## config.mk

```make
export PLATFORM = sky130hd
export DESIGN_NAME = vsim_msg_buffer_flat
export DESIGN_NICKNAME = d
export VERILOG_FILES = /design/src/rtl/vsim_msg_pkg.sv /design/src/rtl/vsim_msg_if.sv /design/src/rtl/vsim_msg_store.sv /design/src/rtl/vsim_msg_buffer.sv /design/src/flat_wrapper.sv
export SDC_FILE = /design/constraint.sdc
export NUM_CORES = 1
export LEC_CHECK = 0
export CORE_MARGIN = 5
export CORE_UTILIZATION = 35
export DETAILED_ROUTE_END_ITERATION = 10
export PLACE_DENSITY_LB_ADDON = 0.1
export SYNTH_ARGS = -nofsm -noshare
export SYNTH_HDL_FRONTEND = slang
export SYNTH_SLANG_ARGS = --single-unit
```

## constraint.sdc

```tcl
create_clock -name CLK -period 9.6 [get_ports CLK]
set_input_delay 2.88 -clock CLK [delete_from_list [all_inputs] [get_ports CLK]]
set_output_delay 2.88 -clock CLK [all_outputs]
set_load 0.005 [all_outputs]
```

## src/rtl/vsim_msg_pkg.sv

```systemverilog
// vsim_msg_pkg: shared state, entry type and default sizing for the message buffer
// No ports; imported by the buffer, its storage and its bus interface.
package vsim_msg_pkg;
  localparam int DEF_WIDTH = 32;
  localparam int DEF_DEPTH = 16;
  localparam int DEF_CNT_WIDTH = 16;
  typedef enum logic {STORE = 1'b0, CUT = 1'b1} state_e;
  typedef struct packed {
    logic last;
    logic [DEF_WIDTH-1:0] v;
  } entry_t;
endpackage

```

## src/rtl/vsim_msg_if.sv

```systemverilog
// vsim_msg_if: enq/deq handshake bundle between host endpoint, buffer and user logic
interface vsim_msg_if #(
  parameter int width = vsim_msg_pkg::DEF_WIDTH
);
  logic enq__ENA, enq_last, enq__RDY;
  logic deq__ENA, deq_last, deq__RDY;
  logic [width-1:0] enq_v, deq_v;
  modport master (
    output enq__ENA, enq_v, enq_last, deq__RDY,
    input enq__RDY, deq__ENA, deq_v, deq_last
  );
  modport slave (
    input enq__ENA, enq_v, enq_last, deq__RDY,
    output enq__RDY, deq__ENA, deq_v, deq_last
  );
endinterface

```

## src/rtl/vsim_msg_store.sv

```systemverilog
// vsim_msg_store: circular {last, v} storage with write/read pointers and occupancy
// clk, rst: clock and sync active-high reset; wr_i/wdata_i: push; rd_i: pop
// head_o: entry at read pointer; occ_o: words held; full_o/empty_o: occupancy flags
module vsim_msg_store import vsim_msg_pkg::*; #(
  parameter int width = DEF_WIDTH,
  parameter int depth = DEF_DEPTH,
  localparam int aw = $clog2(depth),
  localparam int ow = aw + 1
) (
  input  logic           clk,
  input  logic           rst,
  input  logic           wr_i,
  input  logic           rd_i,
  input  logic [width:0] wdata_i,
  output logic [width:0] head_o,
  output logic [ow-1:0]  occ_o,
  output logic           full_o,
  output logic           empty_o
);
  logic [width:0] mem_q [depth];
  logic [aw-1:0] wp_q, rp_q;
  logic [ow-1:0] occ_q;
  always_ff @(posedge clk)
    if (wr_i) mem_q[wp_q] <= wdata_i;
  // depth is a power of two, so pointer wrap is plain overflow
  always_ff @(posedge clk)
    if (rst) begin
      wp_q <= '0;
      rp_q <= '0;
      occ_q <= '0;
    end else begin
      if (wr_i) wp_q <= wp_q + 1'b1;
      if (rd_i) rp_q <= rp_q + 1'b1;
      occ_q <= occ_q + ow'(wr_i) - ow'(rd_i);
    end
  assign head_o = mem_q[rp_q];
  assign occ_o = occ_q;
  assign full_o = occ_q == ow'(depth);
  assign empty_o = occ_q == '0;
endmodule

```

## src/rtl/vsim_msg_buffer.sv

```systemverilog
// vsim_msg_buffer: store-and-forward message buffer with cut-through fallback for oversize messages
module vsim_msg_buffer import vsim_msg_pkg::*; #(
  parameter int width = DEF_WIDTH,
  parameter int depth = DEF_DEPTH,
  parameter int cntWidth = DEF_CNT_WIDTH,
  localparam int cw = $clog2(depth) + 1
) (
  input  logic                CLK,
  input  logic                RST,
  vsim_msg_if.slave           bus,
  output logic [cw-1:0]       occupancy,
  output logic [cw-1:0]       msgCount,
  output logic                cutActive,
  output logic [cntWidth-1:0] oversizeCount
);
  state_e state_q, state_d;
  logic [cw-1:0] msg_q, msg_d;
  logic [cntWidth-1:0] ovf_q, ovf_d;
  logic [width:0] head;
  logic full, empty, wr, rd, eligible, enter_cut, rd_last;
  vsim_msg_store #(.width(width), .depth(depth)) u_store (
    .clk(CLK),
    .rst(RST),
    .wr_i(wr),
    .rd_i(rd),
    .wdata_i({bus.enq_last, bus.enq_v}),
    .head_o(head),
    .occ_o(occupancy),
    .full_o(full),
    .empty_o(empty)
  );
  assign bus.enq__RDY = !RST && !full;
  assign bus.deq__ENA = !RST && eligible && bus.deq__RDY;
  assign bus.deq_v = head[width-1:0];
  assign bus.deq_last = head[width];
  always_comb begin
    wr = bus.enq__ENA && bus.enq__RDY;
    rd = bus.deq__ENA;
    rd_last = rd && head[width];
    eligible = (state_q == CUT) ? !empty : msg_q != '0;
    enter_cut = state_q == STORE && full && msg_q == '0;
    msg_d = msg_q + cw'(wr && bus.enq_last) - cw'(rd_last);
    state_d = enter_cut ? CUT : rd_last ? STORE : state_q;
    ovf_d = (enter_cut && ovf_q != '1) ? ovf_q + 1'b1 : ovf_q;
  end
  always_ff @(posedge CLK)
    if (RST) begin
      state_q <= STORE;
      msg_q <= '0;
      ovf_q <= '0;
    end else begin
      state_q <= state_d;
      msg_q <= msg_d;
      ovf_q <= ovf_d;
    end
  assign msgCount = msg_q;
  assign cutActive = state_q == CUT;
  assign oversizeCount = ovf_q;
endmodule

```

## src/flat_wrapper.sv

```systemverilog
// flat-port wrapper written by rule: the top's interface ports become plain ports
module vsim_msg_buffer_flat import vsim_msg_pkg::*;
#(
  parameter int width = DEF_WIDTH,
  parameter int depth = DEF_DEPTH,
  parameter int cntWidth = DEF_CNT_WIDTH,
  localparam int cw = $clog2(depth) + 1
)
  (CLK, RST, occupancy, msgCount, cutActive, oversizeCount, bus_enq__ENA, bus_enq_v, bus_enq_last, bus_deq__RDY, bus_enq__RDY, bus_deq__ENA, bus_deq_v, bus_deq_last);
  vsim_msg_if #(.width(width)) bus_i ();
  input  logic CLK;
  input  logic RST;
  output logic [cw-1:0] occupancy;
  output logic [cw-1:0] msgCount;
  output logic cutActive;
  output logic [cntWidth-1:0] oversizeCount;
  input wire logic [$bits(bus_i.enq__ENA)-1:0] bus_enq__ENA;
  input wire logic [$bits(bus_i.enq_v)-1:0] bus_enq_v;
  input wire logic [$bits(bus_i.enq_last)-1:0] bus_enq_last;
  input wire logic [$bits(bus_i.deq__RDY)-1:0] bus_deq__RDY;
  output wire logic [$bits(bus_i.enq__RDY)-1:0] bus_enq__RDY;
  output wire logic [$bits(bus_i.deq__ENA)-1:0] bus_deq__ENA;
  output wire logic [$bits(bus_i.deq_v)-1:0] bus_deq_v;
  output wire logic [$bits(bus_i.deq_last)-1:0] bus_deq_last;
  assign bus_i.enq__ENA = bus_enq__ENA;
  assign bus_i.enq_v = bus_enq_v;
  assign bus_i.enq_last = bus_enq_last;
  assign bus_i.deq__RDY = bus_deq__RDY;
  assign bus_enq__RDY = bus_i.enq__RDY;
  assign bus_deq__ENA = bus_i.deq__ENA;
  assign bus_deq_v = bus_i.deq_v;
  assign bus_deq_last = bus_i.deq_last;
  vsim_msg_buffer #(.width(width), .depth(depth), .cntWidth(cntWidth)) u_core (.CLK(CLK), .RST(RST), .bus(bus_i), .occupancy(occupancy), .msgCount(msgCount), .cutActive(cutActive), .oversizeCount(oversizeCount));
endmodule
```

Word level (Yosys, flattened, before mapping)
Memories as Yosys holds them, arrays and structs flattened. A register that Yosys moved wholly into a read port is not among the register bits.
Index checks and enable logic that the tools add are counted.
{"block": "totals", "output_inout_bits": 62, "in_bits": 37, "n_memories": 1, "ff_bits": 35, "ramBits": 528}
{"block": "op_classes", "n_mux": 7, "n_bitwise": 1, "eq_ne": 2, "reduce_logical": 16, "addsub": 7}
{"name": "u_core.u_store.mem_q", "depth": 16, "width": 33, "read_ports": 1, "rd_ports_with_merged_regs": 1, "wr": 1, "line_no": "vsim_msg_store.sv:20", "source": "logic [width:0] mem_q [depth];"}
{"operator": "adder 16 x 1 -> 16 bit (second input constant)", "count": 1}
{"operator": "inequality test 16 bit (second input constant)", "count": 1}
{"operator": "adder 5 x 1 -> 5 bit", "count": 2}
{"operator": "zero test 5 bit", "count": 2}
{"operator": "subtractor 5 x 1 -> 5 bit", "count": 2}
{"operator": "logical AND 1 bit", "count": 9}
{"operator": "adder 4 x 1 -> 4 bit (second input constant)", "count": 2}
{"operator": "2-to-1 mux 4 bit", "count": 2}
{"operator": "== test 5 bit (second input constant)", "count": 1}
{"operator": "2-to-1 mux 1 bit", "count": 5}
{"operator": "nonzero test 5 bit", "count": 1}
{"operator": "zero test 1 bit", "count": 3}
{"operator": "nonzero test 2 bit", "count": 1}
{"operator": "NOT 1 bit", "count": 1}

Logic depth before layout (Yosys ltp)
{"block": "depth", "depth_word": 8, "mapped_depth": 14}

By module
A second synthesis with hierarchy kept.
{"block": "unflattened", "hier_cells": 1053, "area_unflattened_um2": 22044.9}
{"mod": "vsim_msg_store", "seq_area_each_um2": 16195.5, "area_each_um2": 20762.4, "cells_per_inst": 907, "instances": 1}
{"mod": "vsim_msg_buffer", "seq_area_each_um2": 440.4, "area_each_um2": 1282.5, "cells_per_inst": 146, "instances": 1}

Worst setup path before layout
Ideal clock, no wire load.
{"block": "synth_path", "kind": "input-to-output", "from": "input port RST", "to": "output port bus_enq__RDY", "setup_slack_ns": 2.908, "n_path_buf": 3, "t_required_ns": 6.720, "arrival_time_ns": 3.812, "stages": 4, "cell_sequence": "clkbuf_1 clkbuf_1 clkbuf_1 nor2_1"}
{"block": "synth_between", "elab_chain_len": 2}
{"item": "from (decl)", "line_no": "flat_wrapper.sv:12", "source": "input logic RST;"}
{"item": "zero test 1 bit", "line_no": "vsim_msg_buffer.sv:32", "source": "assign bus.enq__RDY = !RST && !full;"}
{"item": "logical AND 1 bit", "line_no": "vsim_msg_buffer.sv:32"}
{"item": "to (decl)", "line_no": "flat_wrapper.sv:21", "source": "output wire logic [$bits(bus_i.enq__RDY)-1:0] bus_enq__RDY;"}
Every way passes these cells.

Worst setup path in the final report
{"block": "layout_path", "from": "input port RST", "to": "output port bus_deq__ENA"}
{"block": "layout_between", "elab_chain_len": 3}
{"item": "zero test 1 bit", "line_no": "vsim_msg_buffer.sv:33", "source": "assign bus.deq__ENA = !RST && eligible && bus.deq__RDY;"}
{"item": "logical AND 1 bit (2 in a row)", "line_no": "vsim_msg_buffer.sv:33"}
{"item": "to (decl)", "line_no": "flat_wrapper.sv:22", "source": "output wire logic [$bits(bus_i.deq__ENA)-1:0] bus_deq__ENA;"}
Every way passes these cells.

==> flow_summary.ini <==
[die]
io_pins = 99
start_util_pct = 35.49
fp.dieH_um = 260.6
rows = 91
dieWidth_um = 260.6
dieArea_um2 = 67920
coreArea_um2 = 61940

[synthesis]
synth_area_per_cell_um2 = 22.18
yosys_warnings = 0
synth.ff_latch_count = 567
muxShareOfSynthArea_pct = 17.37
syn_nets = 1048
dominantRegCellSynth = edfxtp_1
syn_area_um2 = 21980
syn_inst = 991
synth_compound_area_share_pct = 1.059
synth_top_family_by_area = multiplexers
ys_seq_area_share_pct = 75.68
ys_types = 47
synth-adder-area-share_pct = 1.207
synthSimpleGateAreaFrac_pct = 3.045
async_reset_ff_share_pct = 0
synth-xor-area-share_pct = 0.3586
synth_edf_count = 528

[cells_and_area]
drive_gt1_share_pct = 25.30
nFillCells = 5456
fin_util_pct = 41.93
syn_to_final_growth_pct = 18.15
nNetsFinal = 1182

[clock_network]
insertion_delay_ps = 620
root_buffer = clkbuf_16
clkSlewWorstSetupHoldPaths_ps = 60
cts_made_buffers = 59
htree_levels = 2
numClockSinks = 567
post_cts.repair.setup_buffers = 0
clockBufferDepth = 3
cts_hold_buf = 0
cts_resized = 0
cts_tree = built

[critical_path]
worstPathCellList = clkdlybuf4s50_1 -> buf_4 -> inv_2 -> o211ai_4 -> nor2_1 -> clkdlybuf4s50_1
critPathTopFamily = buffers and inverters
cp_data_required_time_ps = 6720
endpoint_kind = output pin
crit_fanout = 45
cp-start-kind = input pin
cp-startpoint = RST
cp.arrival_ps = 4780
slowest_stage = clkdlybuf4s50_1
path_buf_inv = 4
cpPeakStageDelay_ps = 480
cpMostUsedCell = clkdlybuf4s50_1
path_class = input pin to output pin

[route]
drtAntennaViolNets = 0
avgViaCountPerCell = 5.079
vias = 10230
wl_um = 51130
drc = 0
first_pass_iters = 4
wl_per_cell_um = 25.39
drt-initial-drc-count = 545

[sta]
fin_crit_ps = 7659
hold_violations = 0
slew_viol_final = 0
slew_headroom_pct = 33.50
setup_viol = 0
tns_ps = 0
rsz0062_at_grt = no
tightest_slew_ps = 992.1
period_share_pct = 79.78
worst_clock_skew_ps = 18.58
fmax_mhz = 130.6
fin_ws_ps = 1941

[grt]
grt_pass1_vias = 10840
grt_usage_pct = 15.18
grt_antenna_before_repair = 4
grt_start_max_net_pins = 130
gr-total-overflow = 0
grt_pass1_wl_um = 75300

[min_path]
hold_path.class = flip-flop to flip-flop
hp-start = u_core.u_store.rp_q[3]

[placed_design]
post-place-ws_ps = 1919
gp_congestion = 0.7247
hpwl_um = 25500
portBuffers = 98

[outcome]
status = finished, final reports clean

[pwr]
p_leak_nw = 7.866
p_per_area_nw_per_um2 = 218.3
max-vdd-ir-drop_v = 0.0001534

[job]
maxCapViolCount = 0
[cells in the mapped netlist, types with 5 or more instances]
library cell  number  area, um^2
a21oi_1           13       65.06
buf_1             13       48.80
buf_2             16       80.08
clkbuf_1          18       67.56
dfxtp_1           39       780.8
edfxtp_1         528       15860
ha_1              18       225.2
inv_1             17       63.81
mux2_1             9       101.4
mux4_2           165        3716
nand2_1           11       41.29
nand3_1            9       45.04
nand4_1            9       56.30
nor2_1            35       131.4
nor2b_1           12       75.07
nor3_1             5       25.02
nor4_1             8       50.05
or4_1              6       45.04
xnor2_1            5       43.79
[cell type report]
type	instances	area (um^2)	share of cell area (%)
diodes	3	7.507	0.02891
multi-input cells	357	5174	19.92
flip-flops and latches	567	16650	64.10
inverters	18	67.56	0.2602
clock inverters	36	286.5	1.103
well taps	837	1047	4.032
repair buffers	122	1186	4.567
clock buffers	74	1554	5.984
[per-stage QoR]
| step | power [mW] | area (um^2) | instances | hold WS [ps] |
|---|---|---|---|---|
| 2_1_floorplan | 3.295 | 21980 | 991 | 462.3 |
| 3_3_place_gp | 3.569 | 24120 | 1901 | 496.1 |
| 3_5_place_dp | 3.570 | 24120 | 1901 | 505.3 |
| 4_1_cts | 5.770 | 25960 | 2011 | 517.5 |
| 5_1_grt | 5.923 | 25970 | 2012 | 561.2 |
| 6_report | 5.670 | 25970 | 2014 | 502.8 |
[state kept, by name, summed over array words and instances, names as in the netlist, named ones only]
name / cells
u_core.cutActive: 1
u_core.msgCount: 5
u_core.oversizeCount: 16
u_core.u_store.mem_q: 528
u_core.u_store.occ_o: 5
u_core.u_store.rp_q: 4
u_core.u_store.wp_q: 4
[cell usage in the layout (no fill, tap or decap), drive strengths merged, types with 18 or more instances in the layout]
cell	n
nor2	35
clkinv	29
inv	19
dfxtp	39
ha	18
clkbuf	74
clkdlybuf4s50	98
buf	24
mux4	165
edfxtp	528
[worst paths after layout]
path / slack (ps) / end / cells after the start
hold / removal: 500 / flip-flop / 2
hold reg to reg: 500 / flip-flop / 2
setup reg to reg: 5270 / u_core.msgCount[4] / 12
setup / recovery: 1940 / bus_deq__ENA / 6
[cell families after synthesis]
group | Yosys count
muxes | 174
xor gates and xnor gates | 9
DFF | 567
adders and majority gates | 20
AOI/OAI and AO/OA | 34
and+or+nand+nor | 120
buffers and inverters | 67
[routing by layer]
metal	part of all wire, %	up-vias	global-route usage [%]
met4	1.9	2	3.860
li1	-	4456	-
met5	0.025	-	0
met3	3.3	78	2.467
met1	44	5533	20.95
met2	51	160	25.42
[power breakdown]
group          total (mW)  switching (mW)  internal [mW]
combinational       0.706           0.324          0.382
clock                2.18           0.946           1.23
sequential           2.79          0.0362           2.75
total                5.67            1.31           4.36
[tightest hold or removal path, stage by stage (launching register included)]
cell and delay (ps):
dfxtp_1 310, o311ai_0 80, nand2_1 70
Power figures use the tool's default switching activity.
